## src/rtl/tc_serial_seq.sv

```systemverilog
`default_nettype none
// +----------------------------------------------------------------------------+
// | Module      : tc_serial_seq                                                |
// | Description : Word-level sequencer for a bit-serial two's-complement unit. |
// |               Accepts a parallel word, clears the serial unit, shifts the  |
// |               word out LSB-first, collects the serial result and presents  |
// |               the complemented word over a valid/ready handshake.          |
// |               Optional feature macro: TC_SEQ_OVF_DETECT_EN adds out_ovf,   |
// |               flagging that the accepted word was the most-negative value. |
// | Revision    : 1.0 - initial release                                        |
// +----------------------------------------------------------------------------+
module tc_serial_seq #(
  parameter int WIDTH   = 8,  // word width, 2..32
  parameter int SER_LAT = 0   // serial unit latency: 0 combinational, 1 registered
) (
  input  logic             t_clock,
  input  logic             r,
  input  logic [WIDTH-1:0] in_data,
  input  logic             in_valid,
  output logic             in_ready,
  output logic [WIDTH-1:0] out_data,
  output logic             out_valid,
  input  logic             out_ready,
  output logic             ser_x,
  output logic             ser_r,
  input  logic             ser_y,
`ifdef TC_SEQ_OVF_DETECT_EN
  output logic             out_ovf,
`endif
  output logic             busy
);

  // Counter must reach WIDTH+SER_LAT-1 (the last sample cycle).
  localparam int                CNT_W   = $clog2(WIDTH + SER_LAT + 1);
  localparam logic [CNT_W-1:0] C_LAST  = CNT_W'(WIDTH + SER_LAT - 1);
  localparam logic [CNT_W-1:0] C_WIDTH = CNT_W'(WIDTH);
  localparam logic [CNT_W-1:0] C_ONE   = CNT_W'(1);

  typedef enum logic [1:0] {
    ST_IDLE  = 2'd0,
    ST_CLEAR = 2'd1,
    ST_SHIFT = 2'd2,
    ST_DONE  = 2'd3
  } state_t;

  state_t           state_q, state_d;
  logic [WIDTH-1:0] tx_q, tx_d;
  logic [WIDTH-1:0] rx_q, rx_d;
  logic [CNT_W-1:0] cnt_q, cnt_d;
  logic [WIDTH-1:0] odata_q, odata_d;
  logic             ovalid_q, ovalid_d;
  logic             sample_en;

`ifdef TC_SEQ_OVF_DETECT_EN
  localparam logic [WIDTH-1:0] C_MOST_NEG = {1'b1, {(WIDTH-1){1'b0}}};
  logic ovf_flag_q, ovf_flag_d;
  logic ovf_q, ovf_d;
  assign out_ovf = ovf_q;
`endif

  // ser_y carries valid result bits only once the serial unit latency has elapsed.
  generate
    if (SER_LAT == 0) begin : g_lat_comb
      assign sample_en = 1'b1;
    end else begin : g_lat_reg
      assign sample_en = (cnt_q != '0);
    end
  endgenerate

  assign out_data  = odata_q;
  assign out_valid = ovalid_q;

  // State and datapath registers, cleared asynchronously.
  always_ff @(posedge t_clock or negedge r) begin
    if (!r) begin
      state_q  <= ST_IDLE;
      tx_q     <= '0;
      rx_q     <= '0;
      cnt_q    <= '0;
      odata_q  <= '0;
      ovalid_q <= 1'b0;
`ifdef TC_SEQ_OVF_DETECT_EN
      ovf_flag_q <= 1'b0;
      ovf_q      <= 1'b0;
`endif
    end else begin
      state_q  <= state_d;
      tx_q     <= tx_d;
      rx_q     <= rx_d;
      cnt_q    <= cnt_d;
      odata_q  <= odata_d;
      ovalid_q <= ovalid_d;
`ifdef TC_SEQ_OVF_DETECT_EN
      ovf_flag_q <= ovf_flag_d;
      ovf_q      <= ovf_d;
`endif
    end
  end

  // Next-state logic and serial-side / handshake outputs.
  always_comb begin
    state_d  = state_q;
    tx_d     = tx_q;
    rx_d     = rx_q;
    cnt_d    = cnt_q;
    odata_d  = odata_q;
    ovalid_d = ovalid_q;
`ifdef TC_SEQ_OVF_DETECT_EN
    ovf_flag_d = ovf_flag_q;
    ovf_d      = ovf_q;
`endif
    in_ready = 1'b0;
    ser_r    = 1'b1;
    ser_x    = 1'b0;
    busy     = 1'b0;

    case (state_q)
      ST_IDLE: begin
        in_ready = 1'b1;
        if (in_valid) begin
          tx_d    = in_data;
          cnt_d   = '0;
          state_d = ST_CLEAR;
`ifdef TC_SEQ_OVF_DETECT_EN
          ovf_flag_d = (in_data == C_MOST_NEG);
`endif
        end
      end

      ST_CLEAR: begin
        busy    = 1'b1;
        cnt_d   = '0;
        rx_d    = '0;
        state_d = ST_SHIFT;
      end

      ST_SHIFT: begin
        busy  = 1'b1;
        ser_r = 1'b0;
        // Pad with zeros during the extra latency cycle(s).
        if (cnt_q < C_WIDTH) begin
          ser_x = tx_q[0];
        end
        tx_d = tx_q >> 1;
        if (sample_en) begin
          rx_d = {ser_y, rx_q[WIDTH-1:1]};
        end
        cnt_d = cnt_q + C_ONE;
        if (cnt_q == C_LAST) begin
          // rx_d already holds the final sample taken this cycle.
          odata_d  = rx_d;
          ovalid_d = 1'b1;
          state_d  = ST_DONE;
`ifdef TC_SEQ_OVF_DETECT_EN
          ovf_d = ovf_flag_q;
`endif
        end
      end

      ST_DONE: begin
        if (out_ready) begin
          ovalid_d = 1'b0;
          state_d  = ST_IDLE;
`ifdef TC_SEQ_OVF_DETECT_EN
          ovf_d = 1'b0;
`endif
        end
      end

      default: begin
        state_d = ST_IDLE;
      end
    endcase
  end

endmodule
`default_nettype wire
```

## config.mk

```make
export PLATFORM = sky130hd
export DESIGN_NAME = tc_serial_seq
export DESIGN_NICKNAME = d
export VERILOG_FILES = /design/src/rtl/tc_serial_seq.sv
export SDC_FILE = /design/constraint.sdc
export NUM_CORES = 1
export LEC_CHECK = 0
export ABC_AREA = 1
export BUFFER_PORTS_ARGS = -buffer_cell sky130_fd_sc_hd__buf_2
export CAP_MARGIN = 20
export CORE_ASPECT_RATIO = 0.75
export CORE_MARGIN = 4
export CORE_UTILIZATION = 50
export DETAILED_ROUTE_END_ITERATION = 7
export PLACE_DENSITY = 0.81
export SETUP_SLACK_MARGIN = 0.5
export SLEW_MARGIN = 20
export SYNTH_ARGS = -nofsm -noshare
export SYNTH_HDL_FRONTEND = slang
export SYNTH_SLANG_ARGS = --single-unit
```

## constraint.sdc

```tcl
create_clock -name t_clock -period 1.92 [get_ports t_clock]
set_input_delay 0 -clock t_clock [delete_from_list [all_inputs] [get_ports t_clock]]
set_output_delay 0 -clock t_clock [all_outputs]
set_load 0.01 [all_outputs]
```

==> reports/metrics.cfg, run 1 <==
[worst_setup_path]
crit_chain = inv_2, ha_4, inv_8, nor3_2, buf_2
cp_data_arrival_time_ns = 1.36
cp.required_ns = 1.92
cp_slowest_cell = dfrtp_1
cpPeakStageDelay_ns = 0.41
critPathTopFamily = flip-flops
start_kind = flip-flop
cp_num_cells = 5
path_buf_inv = 3
crit_type = flip-flop to primary output
worstRegToRegCells = 8
crit_path_max_fanout = 20
crit_path_end_kind = primary output

[timing]
rsz0062_at_grt = true
setup_ws_ns = 0.558
worstMarginPinSlew_ns = 0.653
relSlewSlack_pct = 56.5
fin_tns_setup_ns = 0
clock.fmax_mhz = 734
post-route-min-period_ns = 1.36
hold_violations = 0
finalCritPeriodShare_pct = 70.9
finClkSkew_ns = 0.0131
slew_violations = 0
setup-violations-final = 0

[global_route]
grt_max_degree = 31
grt_pass1_wl_um = 4990
grt_usage_pct = 17.5
first_global_vias = 1096
antenna_found_initial = 0
overflow = 0

[place]
post-place-ws_ns = 0.332
io_buffers = 25
gp_congestion = 0.854
dpl.hpwl_um = 1950

[die]
core_sq_mm = 0.00268
ios = 26
rows = 16
die_y_um = 54.6
die_w_um = 70.2
die_area_sq_mm = 0.00383
start_util_pct = 54.0

[outcome]
status = finished, final reports clean

[yosys]
synth_top_cell_area_share_pct = 51.8
ys_dominant_reg_cell = dfrtp_1
yosysWarnings = 0
synth_common_cells = nand2_1 (42), dfrtp_1 (30), inv_1 (28)
yosysMostFrequentCell = nand2_1
synth_cell_type_count = 19
syn_nets = 178
synth_area_per_cell_sq_um = 9.00
synth_edf_count = 0
ys_seq_area_share_pct = 51.8
syn_inst = 161
synth-seq-cells = 30
synth_area_leaders = dfrtp_1 (52%), nand2_1 (11%), inv_1 (7.3%), o21ai_2 (6.0%), o21ai_0 (5.2%)
async_flop_share_pct = 100
yosys.area.top_type = dfrtp_1
synthesis.area_sq_mm = 0.00145

[pwr]
sequentialPowerShare_pct = 31.9
p_total_mw = 2.77
peakVddDrop_mv = 1.07
switching_power_mw = 1.06
power.leakage_nw = 0.946
pwr-share-clk_pct = 23.3
internal_power_mw = 1.71
p_comb_share_pct = 44.8
switching_share_pct = 38.4
power.density_mw_per_mm2 = 1520

[cells_and_area]
fillers = 214
n_antenna_cell = 0
multi_input_area_sq_um = 584
final_nets = 214
regArea_sq_um = 752
syn2layout_area_growth_pct = 25.5
drive_gt1_share_pct = 31.0

[clock_tree]
clk_latency_ns = 0.28
clk_pin_slew_ns = 0.07
numCtsBuffers = 5
cts_max_path_buffers = 2
cts_tree = built
htree_levels = 2
root_buffer = clkbuf_8
clkSinkCount = 30

[min_path]
worstHoldPathCells = 5
hold_class = input pin to flip-flop

[drt]
first_iter_violations = 68
wl_um = 3000
avgRoutedWirePerCell_um = 12.9
vias = 1192
postRouteAntennaNets = 0
drc_errors = 0
routed_via_density = 5.12
dr.pass1.iters = 4

[flow_run]
drv_cap = 0

-- power by group through the flow --
stage          clock (mW)  sequential, mW  combinational (mW)
2_1_floorplan           0           0.868               0.795
3_3_place_gp            0           0.871               0.945
3_5_place_dp            0           0.881               0.981
4_1_cts             0.651           0.877                1.11
5_1_grt             0.689           0.897                1.38
6_report            0.645           0.883                1.24
-- final cells by class --
class	count	area share (%)
clock inverter	1	1.65
sequential	30	41.4
clock buffer	6	4.54
multi-input combinational	97	32.1
inverter	29	6.40
tap	36	2.48
timing repair buffer	34	11.4
-- worst min-delay path: cells and delay by family --
family / cells / cell delay (ns)
buffers and inverters: 1 / 0.07
AO/OA/AOI/OAI: 2 / 0.12
AND/OR/NAND/NOR: 2 / 0.09
-- layout by cell type (no fill, tap or decap) --
| cell type | n |
|---|---|
| a21oi_1 | 2 |
| buf_2 | 25 |
| buf_4 | 4 |
| buf_6 | 2 |
| bufinv_16 | 1 |
| clkbuf_8 | 6 |
| dfrtp_1 | 29 |
| dfrtp_2 | 1 |
| dlygate4sd3_1 | 3 |
| ha_1 | 2 |
| ha_4 | 2 |
| inv_1 | 26 |
| inv_2 | 2 |
| inv_8 | 1 |
| nand2_1 | 40 |
| nand2_2 | 2 |
| nand2_4 | 1 |
| nand3_1 | 5 |
| nand3_2 | 1 |
| nand4_1 | 4 |
| nor2_1 | 2 |
| nor2_2 | 1 |
| nor2_8 | 1 |
| nor3_2 | 1 |
| o21a_1 | 1 |
| o21ai_0 | 14 |
| o21ai_1 | 1 |
| o21ai_2 | 9 |
| o21ai_4 | 1 |
| o22ai_1 | 7 |
-- flip-flops by register name, summed over array words and instances, names as in the netlist --
signal,flops
tx_q,8
state_q,2
rx_q,7
out_valid,1
cnt_q,4
out_data,8
-- cell families after synthesis --
logic type,Yosys count,share of synthesized area (%)
adders and majority gates,4,3.45
AOI/OAI and AO/OA,35,15.5
buffers and inverters,34,11.0
DFF,30,51.8
and+or+nand+nor,58,18.3
-- path summary, 6_finish.rpt --
check | start | end | slack (ns)
worst max-delay path | state_q[0] | ser_x | 0.56
worst min-delay path | in_data[3] | tx_q[3] | 0.03
worst max register to register | state_q[0] | out_valid | 0.57
worst min register to register | out_data[6] | out_data[6] | 0.48
max in group asynchronous | r | state_q[1] | 1.18
min in group asynchronous | r | tx_q[0] | 0.27
-- routing by layer --
metal  GRT usage (%)  vias up  share of wire (%)
met5               0        -                  0
li1                -      585                  -
met3            5.50       11                4.9
met1            20.6      560                 43
met2            29.5       36                 50
met4            9.24        0                2.1
-- what timing repair did --
item	in CTS	in global routing
hold buffers	3	0
resized for setup	8	11
pin swaps	0	3
setup endpoints to repair	19	21
buffers inserted	1	2
hold endpoints to repair	32	0
gates cloned	0	1
-- through the flow --
stage	cells	area [sq um]	hold slack, ns	util, %
detailed placement	219	1590	0.0634	59.1
finish	233	1820	0.0328	67.8
global placement	219	1590	0.0562	59.1
global route	233	1820	0.0590	67.8
floorplan	161	1450	-0.296	-
CTS	230	1780	0.0299	66.2
Note: power is estimated with default switching activity, not from simulation.
==> inputs of run 2 (changes only) <==
CORE_UTILIZATION = 49   (was 50)
PLACE_DENSITY = 0.82   (was 0.81)
clock period = 1.2 ns   (was 1.92 ns; I/O delays follow)
==> run 2 against run 1 <==
Compared with the run above:
- the flow now finishes with violations (hold timing, setup timing)
- final area increased by 23%
- non-clock buffer count rose by 18
- utilization rose by 14 points
- first-iteration DRC count increased to 2.9 times the previous value
- sequential share of layout area shrank 7.6 points
- via count rose by 24%
- register-to-register slack worse by 0.78 ns
- global-route usage rose by 9.5 points
- sequential power grew 63%
- setup slack worse by 0.77 ns
- count of clock-buffer cells in the layout is the same
- clock power up 22%
- largest cell class is now multi-input combinational cells
- largest power group unchanged
==> reports/metrics.cfg, run 2 (synthesized netlist as in run 1, its figures left out) <==
[outcome]
status = finished, violations left  ; was finished, final reports clean
violations = hold timing, setup timing

[clock_tree]
htree_levels = 2  ; unchanged
cts_max_path_buffers = 2  ; unchanged
clk_latency_ns = 0.28  ; about the same
root_buffer = clkbuf_8  ; unchanged
clkSinkCount = 30  ; unchanged
clk_pin_slew_ns = 0.06  ; was 0.07 ns
numCtsBuffers = 5  ; unchanged
cts_tree = built  ; unchanged
cts_hold_buf = 1  ; was 3

[worst_setup_path]
cp_slowest_cell = dfrtp_1  ; unchanged
cp.required_ns = 1.36  ; was 1.92 ns
crit_type = flip-flop to flip-flop  ; was flip-flop to primary output
cpPeakStageDelay_ns = 0.39  ; was 0.41 ns
start_kind = flip-flop  ; unchanged
crit_path_end_kind = flip-flop  ; was primary output
path_buf_inv = 3  ; unchanged
crit_path_max_fanout = 8  ; was 20
cp_data_arrival_time_ns = 1.57  ; was 1.36 ns
critPathTopFamily = simple AND/OR/NAND/NOR gates  ; was flip-flops
crit_chain = inv_2, ha_4, inv_6, buf_12, nor2_8, nand2_8, nand2_2, o21ai_2  ; was inv_2, ha_4, inv_8, nor3_2, buf_2

[drt]
wl_um = 5230  ; was 3000 um
drc_errors = 0  ; unchanged
routed_via_density = 5.88  ; was 5.12
first_iter_violations = 200  ; was 68
vias = 1475  ; was 1,192
avgRoutedWirePerCell_um = 20.9  ; was 12.9 um
postRouteAntennaNets = 0  ; unchanged
dr.pass1.iters = 4  ; unchanged

[timing]
relSlewSlack_pct = 55.7  ; was 56.5%
setup-violations-final = 33  ; was 0
hold_violations = 30  ; was 0
finClkSkew_ns = 0.00459  ; was 0.0131 ns
slew_violations = 0  ; unchanged
clock.fmax_mhz = 707
setup_ws_ns = -0.214  ; was 0.558 ns
finalCritPeriodShare_pct = 118
post-route-min-period_ns = 1.41
hold-worst-slack_ns = -0.253  ; was 0.0328 ns
worstMarginPinSlew_ns = 0.664  ; was 0.653 ns
rsz0062_at_grt = true  ; unchanged

[pwr]
peakVddDrop_mv = 1.80  ; was 1.07 mV
power.leakage_nw = 1.09  ; was 0.946 nW
power.density_mw_per_mm2 = 2650  ; was 1520 mW/mm^2
p_total_mw = 5.90  ; was 2.77 mW

[cells_and_area]
n_antenna_cell = 0  ; unchanged
syn2layout_area_growth_pct = 53.9  ; was 25.5%
final_common_cell = dfrtp_1  ; was nand2_1
drive_gt1_share_pct = 57.7  ; was 31.0%
final_nets = 233  ; was 214
final_cell_mix = dfrtp_1 (29), buf_2 (23), inv_1 (22), nand2_1 (19)  ; was nand2_1 (40), dfrtp_1 (29), inv_1 (26), buf_2 (25), o21ai_0 (14)

[global_route]
top_usage_layer = met2  ; unchanged
grt_pass1_wl_um = 7520  ; was 4990 um
grt_usage_pct = 27.0  ; was 17.5%
overflow = 0  ; unchanged
grt_max_degree = 31  ; unchanged
met3_usage_pct = 7.40  ; was 5.50%
use_met1_pct = 28.5  ; was 20.6%
grtUsageMet2_pct = 47.7  ; was 29.5%
antenna_found_initial = 0  ; unchanged
first_global_vias = 1488  ; was 1,096

[flow_run]
drv_cap = 0  ; unchanged

[die]
core_sq_mm = 0.00272  ; was 0.00268 sq mm
die_y_um = 55.1  ; was 54.6 um
die_w_um = 70.8  ; was 70.2 um
die_area_sq_mm = 0.00390  ; was 0.00383 sq mm
ios = 26  ; unchanged
rows = 16  ; unchanged
start_util_pct = 53.2  ; was 54.0%

[place]
dpl.hpwl_um = 2330  ; was 1950 um
post-place-ws_ns = -0.168  ; was 0.332 ns
io_buffers = 25  ; unchanged
gp_congestion = 0.803  ; was 0.854

[min_path]
hold_class = input pin to asynchronous set/reset pin  ; was input pin to flip-flop

-- run 2: power by group --
group / leakage [nW] / total [mW] / internal, mW / switching, mW
sequential: 0.395 / 1.44 / 1.27 / 0.168
combinational: 0.648 / 3.67 / 1.59 / 2.08
clock: 0.0431 / 0.789 / 0.441 / 0.348
total: 1.09 / 5.90 / 3.30 / 2.60
-- run 2: worst reg2reg max path: stages, from the launching register on --
cell and delay, ns:
dfrtp_1 0.39, inv_2 0.09, ha_4 0.17, inv_6 0.06, buf_12 0.13, nor2_8 0.17
nand2_8 0.14, nand2_2 0.10, o21ai_2 0.06
-- run 2: final timing paths --
| kind | start | to | slack [ns] | cells after the start |
|---|---|---|---|---|
| setup / recovery | state_q[0] | out_data[0] | -0.21 | 8 |
| hold reg to reg | out_data[6] | out_data[6] | 0.53 | 2 |
| min in group t_clock | in_data[6] | tx_q[6] | 0.06 | 5 |
| hold / removal | r | tx_q[6] | -0.25 | 1 |
| max in group asynchronous | r | state_q[1] | 0.97 | 1 |
| setup reg to reg | state_q[0] | out_data[0] | -0.21 | 8 |
-- run 2: per-layer routing --
layer | wire [um] | part of all wire, %
met1 | 2090 | 40
met2 | 2540 | 49
met3 | 297 | 5.7
met4 | 311 | 5.9
met5 | 0 | 0
-- run 2: repair_timing --
action                                 4_1_cts  5_1_grt
gates cloned                                 2        0
endpoints found under the hold margin       31       30
resized for setup                           57       26
setup buffers                               13        1
pin swaps                                   21        8
setup endpoints to repair                   43       43
-- run 2: final cells by class --
type	instances	area, sq um
clock buffers	6	82.6
fillers	143	493
inverters	29	116
multi-input cells	98	833
flip-flops and latches	30	752
well taps	36	45.0
repair buffers	52	400
-- run 2: metrics by stage --
stage               cell area, sq um  hold WS (ns)  setup TNS [ns]  utilization [%]  instances
floorplan                       1510        -0.296           -1.84                -        161
global placement                1700        0.0585          -0.562             62.4        228
detailed placement              1700        0.0661           -1.67             62.4        228
CTS                             2120        -0.236           -2.38             78.0        250
global route                    2230        -0.196           -5.88             81.9        251
finish                          2230        -0.253           -4.48             81.9        251
==> inputs of run 3 (changes only) <==
CELL_PAD_IN_SITES_DETAIL_PLACEMENT = 1   (was not set)
CELL_PAD_IN_SITES_GLOBAL_PLACEMENT = 1   (was not set)
CORE_UTILIZATION = 37   (was 49)
==> run 3 against run 2 <==
Compared with the run above:
- the flow still finishes with violations (hold timing, setup timing)
- combinational power is 3% higher
- sequential power about the same
- cell count is 11% higher
- register-to-register slack got worse by 0.02 ns
- global-route usage down 4.0 points
- power increased by 2.5%
- setup slack got worse by 0.022 ns
- die area grew 28%
- count of clock-buffer cells in the layout increased by 1
- critical endpoint is now state_q[0]
==> reports/metrics.cfg, run 3 (synthesized netlist as in run 1, its figures left out) <==
[timing]
worstMarginPinSlew_ns = 0.672  ; was 0.664 ns
setup_ws_ns = -0.236  ; was -0.214 ns
post-route-min-period_ns = 1.44  ; was 1.41 ns
slew_violations = 0  ; unchanged
finClkSkew_ns = 0.0138  ; was 0.00459 ns
hold_violations = 30  ; unchanged
setup-violations-final = 34  ; was 33
clock.fmax_mhz = 697  ; was 707 MHz
hold-worst-slack_ns = -0.262  ; was -0.253 ns
finalCritPeriodShare_pct = 120  ; was 118%
relSlewSlack_pct = 55.2  ; was 55.7%
rsz0062_at_grt = true  ; unchanged

[clock_tree]
cts_tree = built  ; unchanged
clkSinkCount = 30  ; unchanged
numCtsBuffers = 5  ; unchanged
htree_levels = 2  ; unchanged
clk_pin_slew_ns = 0.07  ; was 0.06 ns
cts_hold_buf = 2  ; was 1
clk_latency_ns = 0.29  ; was 0.28 ns
cts_max_path_buffers = 2  ; unchanged
root_buffer = clkbuf_8  ; unchanged

[worst_setup_path]
crit_path_max_fanout = 4  ; was 8
cp_data_arrival_time_ns = 1.60  ; was 1.57 ns
worstRegToRegCells = 7  ; was 8
cp.required_ns = 1.36  ; about the same
crit_type = flip-flop to flip-flop  ; unchanged
crit_end = state_q[0]  ; was out_data[0]
cp_slowest_cell = dfrtp_2  ; was dfrtp_1
cpPeakStageDelay_ns = 0.45  ; was 0.39 ns
crit_chain = ha_4, buf_6, buf_6, nand2_4, nand4_1, nand2_1, nand2_1  ; was inv_2, ha_4, inv_6, buf_12, nor2_8, nand2_8, nand2_2, o21ai_2
crit_start = state_q[1]  ; was state_q[0]
start_kind = flip-flop  ; unchanged
rr_endpoint = state_q[0]  ; was out_data[0]
reg2reg_slack_ns = -0.24  ; was -0.21 ns
r2r_start = state_q[1]  ; was state_q[0]
crit_path_end_kind = flip-flop  ; unchanged

[drt]
routed_via_density = 5.07  ; was 5.88
avgRoutedWirePerCell_um = 20.4  ; was 20.9 um
postRouteAntennaNets = 0  ; unchanged
drc_errors = 0  ; unchanged
dr.pass1.iters = 4  ; unchanged
vias = 1415  ; was 1,475
first_iter_violations = 66  ; was 200
wl_um = 5680  ; was 5230 um

[die]
die_y_um = 62.2  ; was 55.1 um
rows = 19  ; was 16
die_area_sq_mm = 0.00499  ; was 0.00390 sq mm
core_sq_mm = 0.00371  ; was 0.00272 sq mm
ios = 26  ; unchanged
start_util_pct = 39.1  ; was 53.2%
die_w_um = 80.3  ; was 70.8 um

[pwr]
power.density_mw_per_mm2 = 2640  ; was 2650 mW/mm^2
peakVddDrop_mv = 1.97  ; was 1.80 mV
power.leakage_nw = 1.13  ; was 1.09 nW

[global_route]
grt_max_degree = 31  ; unchanged
first_global_vias = 1535  ; was 1,488
overflow = 0  ; unchanged
grt_usage_pct = 22.9  ; was 27.0%
antenna_found_initial = 0  ; unchanged
grt_pass1_wl_um = 8410  ; was 7520 um

[place]
gp_congestion = 0.791  ; was 0.803
dpl.hpwl_um = 2730  ; was 2330 um
io_buffers = 25  ; unchanged

[cells_and_area]
fillers = 414  ; was 143
final_cell_mix = dfrtp_1 (29), inv_1 (23), nand2_1 (22), buf_4 (22), buf_2 (21)  ; was dfrtp_1 (29), buf_2 (23), inv_1 (22), nand2_1 (19)
final_common_cell = dfrtp_1  ; unchanged
final_util_pct = 61.9  ; was 81.9%
multi_input_area_sq_um = 787  ; was 833 sq um
drive_gt1_share_pct = 56.8  ; was 57.7%
regArea_sq_um = 752  ; unchanged
n_antenna_cell = 0  ; unchanged
final_nets = 243  ; was 233
syn2layout_area_growth_pct = 58.5  ; was 53.9%

[min_path]
hold_class = input pin to asynchronous set/reset pin  ; unchanged

[outcome]
violations = hold timing, setup timing  ; unchanged
status = finished, violations left  ; unchanged

[flow_run]
drv_cap = 0  ; unchanged

## run 3: how the worst min path moves through the flow
stage / endpoint / startpoint / cells past startpoint / slack (ns)
6_report: rx_q[1] / r / 1 / -0.26
4_1_cts: tx_q[7] / r / 1 / -0.23
3_3_place_gp: tx_q[7] / r / 1 / 0.06
3_5_place_dp: tx_q[7] / r / 1 / 0.07
5_1_grt: out_data[1] / r / 1 / -0.20
2_1_floorplan: cnt_q[0] / r / 0 / -0.30
## run 3: per-layer routing
metal	vias to the layer above	global-route usage, %	share of wire (%)
li1	647	-	-
met1	716	28.3	44
met2	37	38.0	50
met3	15	4.91	3.0
met4	0	10.5	3.4
met5	-	0	0
## run 3: area by class of cell
type / count / area share (%)
Clock buffer: 7 / 3.76
Clock inverter: 1 / 0.218
Inverter: 29 / 5.18
Multi-Input combinational cell: 98 / 34.3
Sequential cell: 30 / 32.8
Tap cell: 52 / 2.83
Timing Repair Buffer: 62 / 21.0
## run 3: power breakdown
group          total [mW]  internal (mW)  switching (mW)  leakage (nW)
sequential           1.42           1.27           0.152         0.395
combinational        3.77           1.69            2.08         0.690
clock               0.858          0.462           0.396        0.0482
## run 3: through the flow
step / TNS [ns] / power, mW / instances / area (sq um) / setup slack [ns]
6_report: -5.19 / 6.05 / 279 / 2300 / -0.236
3_3_place_gp: -0.823 / 3.41 / 246 / 1730 / -0.0601
2_1_floorplan: -1.84 / 2.90 / 161 / 1510 / -0.142
3_5_place_dp: -2.07 / 3.58 / 246 / 1730 / -0.164
4_1_cts: -3.02 / 5.42 / 275 / 2190 / -0.158
5_1_grt: -6.70 / 6.35 / 279 / 2300 / -0.267
## run 3: critical path, delay by kind of cell, from the launching register on
kind,cells,cell delay [ns]
buf+inv,2,0.24
flops,1,0.45
simple gates,4,0.41
fa+ha+maj,1,0.21
## run 3: what timing repair did
item                                   in CTS  in global routing
resized for setup                          56                 20
buffers inserted                           17                  4
cloned                                      2                  0
endpoints found under the hold margin      33                 30
pin swaps                                  17                  8
setup endpoints to repair                  43                 43
